==> config.mk <==
export PLATFORM = sky130hd
export DESIGN_NAME = branch_ctrl
export DESIGN_NICKNAME = d
export VERILOG_FILES = /design/src/rtl/brctl_pkg.sv /design/src/rtl/ret_stack.sv /design/src/rtl/branch_ctrl.sv
export SDC_FILE = /design/constraint.sdc
export NUM_CORES = 1
export LEC_CHECK = 0
export ABC_AREA = 1
export ABC_CLOCK_PERIOD_IN_PS = 800
export BUFFER_PORTS_ARGS = -buffer_cell sky130_fd_sc_hd__buf_2
export CORE_AREA = 10 10 47 49
export DETAILED_ROUTE_END_ITERATION = 10
export DIE_AREA = 0 0 57 59
export GPL_TIMING_DRIVEN = 1
export PLACE_DENSITY = 0.57
export SYNTH_ARGS = -nofsm -noshare
export SYNTH_HDL_FRONTEND = slang
export SYNTH_HIERARCHICAL = 1
export SYNTH_SLANG_ARGS = --single-unit
==> constraint.sdc <==
create_clock -name vclk -period 0.8
set_clock_uncertainty 0.05 [all_clocks]
set_input_delay 0.08 -clock vclk [all_inputs]
set_output_delay 0.08 -clock vclk [all_outputs]
set_load 0.1 [all_outputs]
==> src/rtl/brctl_pkg.sv <==
`default_nettype none
// ============================================================================
// Module      : brctl_pkg
// Description : Shared definitions for the branch controller: the 8-bit
//               address width, the branch opcode encoding and a helper that
//               forms the return address of a CALL.
// Revision    : 1.0 - initial release
// ============================================================================
package brctl_pkg;

  localparam int ADDR_W = 8;

  localparam logic [ADDR_W-1:0] ADDR_ONE = 1;

  // Opcodes 3'b110 and 3'b111 are reserved and decode as OP_NONE.
  typedef enum logic [2:0] {
    OP_NONE = 3'b000,
    OP_JMP  = 3'b001,
    OP_JZ   = 3'b010,
    OP_JNZ  = 3'b011,
    OP_CALL = 3'b100,
    OP_RET  = 3'b101
  } op_e;

  // Address of the instruction after a CALL; wraps 8'hFF -> 8'h00.
  function automatic logic [ADDR_W-1:0] ret_addr(input logic [ADDR_W-1:0] pc);
    return pc + ADDR_ONE;
  endfunction

endpackage
`default_nettype wire

==> src/rtl/ret_stack.sv <==
`default_nettype none
// ============================================================================
// Module      : ret_stack
// Description : LIFO return-address stack, DEPTH entries of W bits.
//               Push is ignored when full, pop is ignored when empty.
//               Only the entry count is reset; contents are don't-care.
// Ports       : clk, reset      - clock, synchronous active-high reset
//               push_i, wdata_i - push request and data
//               pop_i           - pop request
//               top_o           - most recently pushed entry (valid if !empty)
//               count_o         - number of valid entries, 0..DEPTH
//               full_o, empty_o - occupancy status
// Revision    : 1.0 - initial release
// ============================================================================
module ret_stack #(
  parameter int DEPTH = 4,
  parameter int W     = 8
) (
  input  logic                     clk,
  input  logic                     reset,
  input  logic                     push_i,
  input  logic                     pop_i,
  input  logic [W-1:0]             wdata_i,
  output logic [W-1:0]             top_o,
  output logic [$clog2(DEPTH):0]   count_o,
  output logic                     full_o,
  output logic                     empty_o
);

  localparam int PW = $clog2(DEPTH);
  localparam int CW = PW + 1;

  logic [W-1:0]  mem_q [DEPTH];
  logic [CW-1:0] count_q;
  logic [CW-1:0] count_d;
  logic [PW-1:0] w_wr_idx;
  logic [PW-1:0] w_top_idx;
  logic          w_do_push;
  logic          w_do_pop;

  assign full_o    = (count_q == CW'(DEPTH));
  assign empty_o   = (count_q == '0);
  assign w_do_push = push_i & ~full_o;
  assign w_do_pop  = pop_i & ~empty_o;

  // DEPTH is a power of two, so the low bits of the count address the next
  // free slot; when full they alias slot 0 but pushes are blocked then.
  assign w_wr_idx  = count_q[PW-1:0];
  assign w_top_idx = w_wr_idx - PW'(1);
  assign top_o     = mem_q[w_top_idx];
  assign count_o   = count_q;

  always_comb begin
    count_d = count_q;
    if (w_do_push) begin
      count_d = count_q + CW'(1);
    end else if (w_do_pop) begin
      count_d = count_q - CW'(1);
    end
  end

  always_ff @(posedge clk) begin
    if (reset) begin
      count_q <= '0;
    end else begin
      count_q <= count_d;
    end
  end

  always_ff @(posedge clk) begin
    if (!reset && w_do_push) begin
      mem_q[w_wr_idx] <= wdata_i;
    end
  end

endmodule
`default_nettype wire

==> src/rtl/branch_ctrl.sv <==
`default_nettype none
// ============================================================================
// Module      : branch_ctrl
// Description : Branch decode for an 8-bit program counter. Produces a
//               combinational load strobe and load address so the program
//               counter captures them on the same rising edge. CALL/RET use
//               a return-address stack (ret_stack) when the call stack is
//               enabled.
// Config      : BRCTL_CALL_STACK_EN - when defined, CALL pushes pc+1 and RET
//               pops it; when undefined there is no stack, CALL acts as JMP,
//               RET acts as NONE and depth/ovf/unf are tied to 0.
// Ports       : clk, reset - clock, synchronous active-high reset
//               pc, op, target, z - current instruction context
//               load, k   - program-counter load strobe and address
//               depth     - valid stack entries
//               ovf, unf  - sticky CALL-when-full / RET-when-empty flags
// Revision    : 1.0 - initial release
// ============================================================================
module branch_ctrl
  import brctl_pkg::*;
#(
  parameter int               DEPTH     = 4,
  parameter logic [ADDR_W-1:0] RESET_VEC = 8'h00
) (
  input  logic              clk,
  input  logic              reset,
  input  logic [ADDR_W-1:0] pc,
  input  logic [2:0]        op,
  input  logic [ADDR_W-1:0] target,
  input  logic              z,
  output logic              load,
  output logic [ADDR_W-1:0] k,
  output logic [4:0]        depth,
  output logic              ovf,
  output logic              unf
);

  logic              w_load;
  logic [ADDR_W-1:0] w_k;

`ifdef BRCTL_CALL_STACK_EN
  logic                    w_push;
  logic                    w_pop;
  logic                    w_ovf_set;
  logic                    w_unf_set;
  logic [ADDR_W-1:0]       w_top;
  logic [$clog2(DEPTH):0]  w_count;
  logic                    w_full;
  logic                    w_empty;
  logic                    ovf_q;
  logic                    unf_q;

  ret_stack #(
    .DEPTH (DEPTH),
    .W     (ADDR_W)
  ) u_ret_stack (
    .clk     (clk),
    .reset   (reset),
    .push_i  (w_push),
    .pop_i   (w_pop),
    .wdata_i (ret_addr(pc)),
    .top_o   (w_top),
    .count_o (w_count),
    .full_o  (w_full),
    .empty_o (w_empty)
  );

  always_comb begin
    w_load    = 1'b0;
    w_k       = '0;
    w_push    = 1'b0;
    w_pop     = 1'b0;
    w_ovf_set = 1'b0;
    w_unf_set = 1'b0;
    if (reset) begin
      // Reset overrides any opcode; stack requests are dropped.
      w_load = 1'b1;
      w_k    = RESET_VEC;
    end else begin
      case (op)
        OP_JMP: begin
          w_load = 1'b1;
          w_k    = target;
        end
        OP_JZ: begin
          w_load = z;
          w_k    = z ? target : '0;
        end
        OP_JNZ: begin
          w_load = ~z;
          w_k    = z ? '0 : target;
        end
        OP_CALL: begin
          // The jump is always taken; only the push depends on room.
          w_load    = 1'b1;
          w_k       = target;
          w_push    = ~w_full;
          w_ovf_set = w_full;
        end
        OP_RET: begin
          if (!w_empty) begin
            w_load = 1'b1;
            w_k    = w_top;
            w_pop  = 1'b1;
          end else begin
            w_unf_set = 1'b1;
          end
        end
        default: begin
        end
      endcase
    end
  end

  always_ff @(posedge clk) begin
    if (reset) begin
      ovf_q <= 1'b0;
      unf_q <= 1'b0;
    end else begin
      ovf_q <= ovf_q | w_ovf_set;
      unf_q <= unf_q | w_unf_set;
    end
  end

  assign depth = 5'(w_count);
  assign ovf   = ovf_q;
  assign unf   = unf_q;
`else
  // No stack: the clock, pc and DEPTH have no function in this build.
  localparam int unused_depth = DEPTH;
  logic unused_sigs;
  assign unused_sigs = ^{clk, pc};

  always_comb begin
    w_load = 1'b0;
    w_k    = '0;
    if (reset) begin
      w_load = 1'b1;
      w_k    = RESET_VEC;
    end else begin
      case (op)
        OP_JMP, OP_CALL: begin
          w_load = 1'b1;
          w_k    = target;
        end
        OP_JZ: begin
          w_load = z;
          w_k    = z ? target : '0;
        end
        OP_JNZ: begin
          w_load = ~z;
          w_k    = z ? '0 : target;
        end
        default: begin
        end
      endcase
    end
  end

  assign depth = '0;
  assign ovf   = 1'b0;
  assign unf   = 1'b0;
`endif

  assign load = w_load;
  assign k    = w_k;

endmodule
`default_nettype wire

# Word level (Yosys, flattened, before mapping)
# Index checks and enable logic that the tools add are counted.
dict set report totals {
  ff_bits 0
  inputBits 22
  out_inout_bits 16
  word_cells 12
}
dict set report classes {
  n_eq_ne 4
  n_mux 6
  n_bitwise 1
  reduce_logical 1
}
# cell count
set ops {}
lappend ops {{2-to-1 mux 8 bit} 3}
lappend ops {{case mux 8 bit (3 select lines)} 1}
lappend ops {{equality test 3 x 2 -> 1 bit (second input constant)} 2}
lappend ops {{equality test 3 x 1 -> 1 bit (second input constant)} 1}
lappend ops {{equality test 3 bit (second input constant)} 1}
lappend ops {{case mux 1 bit (3 select lines)} 1}
lappend ops {{OR reduction 2 bit} 1}
lappend ops {{2-to-1 mux 1 bit} 1}
lappend ops {{NOT 1 bit} 1}

# Depth between registers and ports, before layout
# Gate-level depths: netlist of run 1.
dict set report logic_depth {
  ltp_word 4
  depth_mapped 4
  depth_no_buf 4
}

# Worst setup path after synthesis of run 1
# No wires, ideal clock.
dict set report synth_timing {
  path_type {input to output}
  start {input port op[1]}
  end {output port k[0]}
  t_arrival_ns 1.848
  required_time_ns 0.670
  slack_ns -1.178
  path_stages 4
  path_buffers 0
  cell_sequence {inv_1 nor2_1 nand3_2 a21oi_1}
}
dict set report synth_between {
  elab_chain_len 4
  word_cells_on_any_way 7
  cone_classes {eq/ne (4); mux (2); reduce/logical (1)}
}
# element line
set synth_lines {}
lappend synth_lines {{from (decl)} branch_ctrl.sv:28} ;# input logic [2:0] op,
lappend synth_lines {{equality test 3 x 1 -> 1 bit or equality test 3 bit (tied branches)} branch_ctrl.sv:141} ;# case (op)
lappend synth_lines {{OR reduction 2 bit} branch_ctrl.sv:141}
lappend synth_lines {{case mux 8 bit (3 select lines) *} branch_ctrl.sv:141}
lappend synth_lines {{2-to-1 mux 8 bit *} branch_ctrl.sv:137} ;# if (reset) begin
lappend synth_lines {{to (decl)} branch_ctrl.sv:32} ;# output logic [ADDR_W-1:0] k,
# Every way passes the cells marked *; elsewhere a longest branch is shown, timed or not.

# Final worst setup path of run 1
dict set report layout_timing {
  start {input port op[2]}
  end {output port k[2]}
}
# The elaborated chain is that of the path after synthesis.

==> results of run 1 <==
-- worst max path at each step --
stage	startpoint	endpoint	slack (ns)	cells after the start
6_report	op[2]	k[2]	-0.25	6
5_1_grt	op[2]	k[2]	-0.28	6
4_1_cts	op[2]	k[3]	-0.23	6
3_5_place_dp	op[1]	k[3]	-0.42	6
3_3_place_gp	op[1]	k[0]	-0.41	6
2_1_floorplan	op[1]	k[0]	-0.40	4
-- per-layer routing --
metal  up-vias  GRT usage, %
met1       145          6.69
met5         -             0
li1        155             -
met4         0             0
met3         0          2.58
met2        16          11.0
-- cell families after synthesis --
| logic type | share of synthesized area (%) |
|---|---|
| and+or+nand+nor | 39.1 |
| AOI/OAI and AO/OA | 21.2 |
| buffers and inverters | 37.7 |
| other | 1.98 |
-- timing repair --
item / CTS / global route
pin swaps: 13 / 3
endpoints found under the setup margin: 9 / 9
setup buffers: 2 / 0
resized for setup: 19 / 3
cloned: 2 / 0
-- area by class of cell --
cell class,count,area share (%)
Timing Repair Buffer,25,47.9
Tap cell,16,2.88
Inverter,5,4.86
Multi-Input combinational cell,32,44.3
-- power groups by stage --
stage	logic, mW	clock network [mW]	registers [mW]
after global routing	0.678	0	0
final	0.652	0	0
after CTS	0.647	0	0
after global placement	0.569	0	0
after floorplan	0.448	0	0
after detailed placement	0.571	0	0
-- layout by cell type (no fill, tap or decap), drive strengths merged --
cell type / Yosys / routed
conb: 1 / 7
nor2: 1 / 1
nand3: 3 / 4
inv: 4 / 4
nand2: 12 / 12
a21oi: 8 / 8
buf: 7 / 25
clkinv: 1 / 1
-- worst max-delay path, cell delays in order --
cell	delay, ns
buf_8	0.11
nor2_4	0.11
nand3_4	0.10
buf_16	0.16
a21oi_4	0.17
buf_12	0.19
-- through the flow --
step | util, % | std cells | cell area, um2 | power (mW) | setup WS (ns)
after floorplan | - | 43 | 342 | 0.448 | -0.404
after global placement | 39.6 | 74 | 554 | 0.569 | -0.411
after detailed placement | 39.6 | 74 | 554 | 0.571 | -0.418
after CTS | 48.8 | 78 | 683 | 0.647 | -0.232
after global routing | 49.6 | 78 | 694 | 0.678 | -0.278
final | 49.6 | 78 | 694 | 0.652 | -0.255
==> qor.yml, run 1 <==
min_path_type: "primary input to primary output"
setup_viol: 9
synthCells: 37
seq_cells: 0
timing.hold.ws_ns: 0.500
syn_area_per_cell_um2: 5.11
ys_seq_area_share_pct: 0
p_clk_share_pct: 0
dp_hpwl_um: 731
wl_per_cell_um: 12.9
dr.pass1.iters: 2
finalCriticalPeriod_ns: 1.05
drtIter0Drc: 4
hold_viol: 0
top_layer_used: "met3"
p_seq_share_pct: 0
rows: 14
grt_pass1_vias: 364
max_freq_mhz: 948
antenna_found_initial: 0
worstPathArrival_ns: 0.92
yosysTopAreaCellShare_pct: 27.8
start_util_pct: 13.5
final-seq-area_um2: 0
maxSlewViolCount: 0
crit_type: "primary input to primary output"
fin_nets: 86
drc: 0
p_switching_mw: 0.454
hold_depth: 4
routed-via-count: 316
cp-end-kind: "primary output"
ys_top_cells_by_area: "buf_4 (28%), nand2_1 (24%), a21oi_1 (21%), nand3_2 (11%), inv_1 (7.9%)"
clockBufferCount: 0
area_growth_pct: 268
wl_met1_um: 346
drtAntennaViolNets: 0
finalCritPeriodShare_pct: 132
yosys_warnings: 6
critPathRequiredTime_ns: 0.67
powerDensity_nw_per_um2: 940
status: "finished, violations left"
ioPinCount: 38
wl_met2_um: 551
die_h_um: 59
track_usage_pct: 6.02
synth_most_common_cell: "nand2_1"
leakagePower_nw: 0.293
dieWidth_um: 57
netSwitchingFraction_pct: 69.6
met3_length_um: 106
core_um2: 1400
via_per_inst: 4.05
wl_mm: 1.00
grt_pass1_wl_mm: 1.74
worstPathMaxFanout: 4
combinationalPowerShare_pct: 100.0
io_buffers: 22
drv_cap: 0
synth_cell_type_count: 9
cts_hold_buf: 0
multi_input_area_um2: 308
synth_commonest_cells: "nand2_1 (12), a21oi_1 (8), buf_4 (7), inv_1 (4), nand3_2 (2)"
yosysTopAreaCell: "buf_4"
min-delay-start: "target[6]"
drive_above_1_share_pct: 72.6
hold_end: "k[6]"
grt_max_degree: 10
diodes: 0
layout_setup_ws_ns: -0.255
gp_congestion: 0.628
crit_path_start_kind: "primary input"
setup_tns_ns: -1.95
internal-power_mw: 0.198
grt_setup_unrepaired: "true"
netlist_area_um2: 189
violations: "negative setup slack"
fill_cells: 137
die_area_um2: 3360
ir_worst_vdd_mv: 0.379
grt-ovfl-total: 0
Power figures use the tool's default switching activity.
==> run 2: changes to the inputs <==
- MAX_ROUTING_LAYER: unset -> met4
==> run 2 against run 1 <==
Worst setup slack lost 0.0014 ns; clock-buffer cell count is the same; final cell count is the same; the flow still finishes with violations (negative setup slack); via count shrank 0.63%; design area is the same; sequential share of layout area is the same; die area is the same.
==> qor.yml, run 2 (synthesis results as in run 1) <==
ir_worst_vdd_mv: 0.379  # about the same
via_per_inst: 4.03  # -0.63%
setup_viol: 9  # unchanged
drv_cap: 0  # unchanged
die_area_um2: 3360  # unchanged
core_um2: 1400  # unchanged
drtAntennaViolNets: 0  # unchanged
crit_chain: "buf_8 -> nor2_4 -> nand3_4 -> buf_12 -> a21oi_4 -> buf_12"
worstPathMaxFanout: 5  # +1
dieWidth_um: 57  # unchanged
wl_per_cell_um: 13.0  # +0.90%
layout_commonest_cell: "buf_12"
hold_viol: 0  # unchanged
dr.pass1.iters: 2  # unchanged
power.total_mw: 0.653  # about the same
grt_max_degree: 10  # unchanged
cp-end-kind: "primary output"
wl_mm: 1.01  # +0.90%
critPathSlowestCell: "buf_12"
worstPathArrival_ns: 0.93  # about the same
cts_hold_buf: 0  # unchanged
drc: 0  # unchanged
grt_pass1_wl_mm: 1.75  # +0.40%
place_inst: 74  # unchanged
fill_cells: 137  # unchanged
grt_pass1_vias: 365  # +0.27%
clockBufferCount: 0  # unchanged
finalCriticalPeriod_ns: 1.06  # +0.00144 ns
crit_type: "primary input to primary output"
status: "finished, violations left"
area_growth_pct: 268  # unchanged
violations: "negative setup slack"
rows: 14  # unchanged
dpl_cell_area_um2: 554  # unchanged
fin_nets: 86  # unchanged
io_buffers: 22  # unchanged
start_util_pct: 13.5  # unchanged
postLayoutCellArea_um2: 694  # unchanged
max_freq_mhz: 947  # -0.14%
track_usage_pct: 6.28  # +0.26 points
gp_congestion: 0.633  # +0.78%
maxSlewViolCount: 0  # unchanged
fin_cells: 78  # unchanged
layout_setup_ws_ns: -0.256  # -0.00144 ns
crit_path_start_kind: "primary input"
min_path_type: "primary input to primary output"
seq_cells: 0  # unchanged
die_h_um: 59  # unchanged
powerDensity_nw_per_um2: 940  # about the same
leakagePower_nw: 0.293  # unchanged
dp_hpwl_um: 731  # unchanged
slowest_delay_ns: 0.19  # about the same
gr-usage-met1_pct: 8.10  # +1.4 points
final_cell_mix: "buf_12 (10), buf_2 (9), nand2_1 (8), a21oi_4 (8), conb_1 (7)"
routed-via-count: 314  # -0.63%
grt_util_met3_pct: 0.644  # -1.9 points
drtIter0Drc: 4  # unchanged
critPathRequiredTime_ns: 0.67  # about the same
timing.hold.ws_ns: 0.500  # -0.0000240 ns
grtUsageMet2_pct: 10.9  # -0.16 points
finalCritPeriodShare_pct: 132  # +0.18 points
grt-ovfl-total: 0  # unchanged
grt_setup_unrepaired: "true"
diodes: 0  # unchanged
grt.busiest_layer: "met2"
drive_above_1_share_pct: 72.6  # unchanged
final-seq-area_um2: 0  # unchanged
antenna_found_initial: 0  # unchanged
crit_top_cell: "buf_12"
ioPinCount: 38  # unchanged
==> run 2: cell counts in the layout (fill, tap and decap cells not counted) <==
Identical to the previous run, type by type.
==> run 2: layer usage <==
layer / part of all wire [%] / up-vias
met5: 0 / -
met4: 0 / 0
met3: 3.3 / 0
met2: 55 / 16
met1: 42 / 144
li1: - / 154
==> run 2: layout make-up <==
cell class | instances | area [um2] | share of cell area, %
timing repair buffer | 25 | 333 | 47.9
inverter | 5 | 33.8 | 4.86
multi-input combinational | 32 | 308 | 44.3
tap | 16 | 20.0 | 2.88
==> run 2: path summary, 6_finish.rpt <==
path   end  startpoint  cells past startpoint
min   k[6]   target[6]                      4
max   k[4]       op[2]                      6
==> run 2: repair_timing <==
item	4_1_cts	5_1_grt
endpoints found under the setup margin	9	9
gates resized for setup	19	3
pin swaps	13	3
gates cloned	2	0
setup buffers	2	0
==> run 2: power by group <==
part / switching [mW] / leakage (nW) / internal (mW)
clock: 0 / 0 / 0
combinational: 0.455 / 0.293 / 0.198
sequential: 0 / 0 / 0
total: 0.455 / 0.293 / 0.198
==> run 2: worst max-delay path: cells and delay by family <==
family / cells / cell delay [ns]
simple gates: 2 / 0.21
compound gates: 1 / 0.17
buf+inv: 3 / 0.46
==> run 2: metrics by stage <==
step	setup WS, ns	utilization, %	TNS, ns
final	-0.256	49.6	-1.96
after CTS	-0.232	48.8	-1.94
after floorplan	-0.404	-	-3.49
after detailed placement	-0.418	39.6	-3.62
after global routing	-0.279	49.6	-2.21
after global placement	-0.411	39.6	-3.58
==> run 3: changes to the inputs <==
- CORE_AREA: 10 10 47 49 -> 2 2 39 41
- DIE_AREA: 0 0 57 59 -> 0 0 41 43
==> run 3 against run 2 <==
The run still ends with negative setup slack left; first-iteration DRC count is 100% lower; sequential cell count stayed put; fmax is 3.3% higher; die area is 48% lower; total power is 3.3% lower; core utilization is 1.7 points lower; worst hold slack better by 0.0021 ns; via count is 1.6% lower; global-route usage is 2.9 points higher; critical path depth stayed put; clock-buffer cell count stayed put; highest routed layer unchanged.
==> qor.yml, run 3 (synthesis results as in run 1) <==
status: "finished, violations left"
violations: "negative setup slack"
layout_setup_ws_ns: -0.222  # +0.0336 ns
cts_hold_buf: 0  # unchanged
drv_cap: 0  # unchanged
routed-via-count: 309  # -1.6%
finalCritPeriodShare_pct: 128  # -4.2 points
setup_viol: 9  # unchanged
grt_pass1_vias: 298  # -18%
drc: 0  # unchanged
crit_type: "primary input to primary output"
dp_hpwl_um: 576  # -21%
drtAntennaViolNets: 0  # unchanged
layout_commonest_cell: "buf_12"
core_um2: 1380  # -1.2%
critPathRequiredTime_ns: 0.67  # about the same
io_buffers: 22  # unchanged
powerDensity_nw_per_um2: 954  # +1.4%
postLayoutCellArea_um2: 662  # -4.7%
worstPathArrival_ns: 0.89  # -0.04 ns
crit_path_start_kind: "primary input"
internal-power_mw: 0.186  # -6.2%
diodes: 0  # unchanged
fin_nets: 85  # -1.2%
seq_cells: 0  # unchanged
track_usage_pct: 9.21  # +2.9 points
final_util_pct: 47.8  # -1.7 points
grt_max_degree: 10  # unchanged
dr.pass1.iters: 1  # -1
dieWidth_um: 41  # -28%
wl_per_cell_um: 9.74  # -25%
final-seq-area_um2: 0  # unchanged
drtIter0Drc: 0  # -4
wl_um: 750  # -26%
dpl_cell_area_um2: 554  # unchanged
worstPathMaxFanout: 7  # +2
leakagePower_nw: 0.275  # -6.0%
ioPinCount: 38  # unchanged
p_clk_share_pct: 0  # unchanged
p_seq_share_pct: 0  # unchanged
start_util_pct: 13.7  # +0.17 points
clockBufferCount: 0  # unchanged
netSwitchingFraction_pct: 70.6  # +0.89 points
max_freq_mhz: 978  # +3.3%
setup_tns_ns: -1.83  # +0.133 ns
die_h_um: 43  # -27%
antenna_found_initial: 0  # unchanged
grt-ovfl-total: 0  # unchanged
startpoint: "op[2]"
gp_congestion: 0.608  # -4.0%
ir_worst_vdd_mv: 0.438  # +16%
cp-end-kind: "primary output"
p_switching_mw: 0.445  # -2.1%
min-delay-start: "target[3]"
combinationalPowerShare_pct: 100.0  # about the same
finalCriticalPeriod_ns: 1.02  # -0.0336 ns
min_path_type: "primary input to primary output"
hold_viol: 0  # unchanged
final_cell_mix: "buf_12 (10), buf_2 (9), nand2_1 (8), a21oi_4 (8), conb_1 (7)"
post-place-ws_ns: -0.419  # -0.00124 ns
die_area_um2: 1760  # -48%
drive_above_1_share_pct: 73.8  # +1.2 points
timing.hold.ws_ns: 0.502  # +0.00207 ns
area_growth_pct: 250
rows: 14  # unchanged
grt_pass1_wl_mm: 1.17  # -33%
via_per_inst: 4.01  # -0.31%
maxSlewViolCount: 0  # unchanged
grt_setup_unrepaired: "true"
[run 3: cell types whose count changed in the layout (fill, tap and decap cells not counted)]
cell and change:
buf_16 -1, buf_4 -1, buf_8 +1, inv_1 -1, inv_2 +1, nand2_2 +1
nand2_4 -1, nand3_2 +1, nand3_4 -1
[run 3: final timing paths]
check                 cells past startpoint  endpoint
worst min-delay path                      4      k[3]
worst max-delay path                      6      k[5]
[run 3: layout make-up]
class,instances,area [um2]
inverter,5,33.8
timing repair buffer,24,313
tap,16,20.0
multi-input combinational,32,295
fill,127,722
[run 3: what timing repair did]
action,4_1_cts,5_1_grt
gates resized for setup,18,4
hold endpoints to repair,0,0
gates cloned,1,0
pin swaps,12,1
endpoints found under the setup margin,9,9
buffers inserted,2,0
[run 3: through the flow]
step | std cells | total power, mW
after floorplan | 43 | 0.448
after global placement | 74 | 0.567
after detailed placement | 74 | 0.570
after CTS | 77 | 0.626
after global routing | 77 | 0.653
final | 77 | 0.631
[run 3: power by group through the flow]
stage / registers (mW) / clock network, mW / logic, mW
3_3_place_gp: 0 / 0 / 0.567
3_5_place_dp: 0 / 0 / 0.570
4_1_cts: 0 / 0 / 0.626
6_report: 0 / 0 / 0.631
5_1_grt: 0 / 0 / 0.653
2_1_floorplan: 0 / 0 / 0.448
[run 3: routing by layer]
metal	routed length, um	share of wire, %	up-vias	GRT usage [%]
met5	0	0	-	-
met4	0	0	0	0.667
met3	63	8.4	0	1.05
met2	445	59	15	15.9
met1	240	32	141	11.4
li1	-	-	153	-
[run 3: critical path, stage by stage]
cell     delay (ns)
buf_8          0.11
nor2_4         0.12
nand3_4        0.09
buf_12         0.16
a21oi_4        0.15
buf_12         0.19
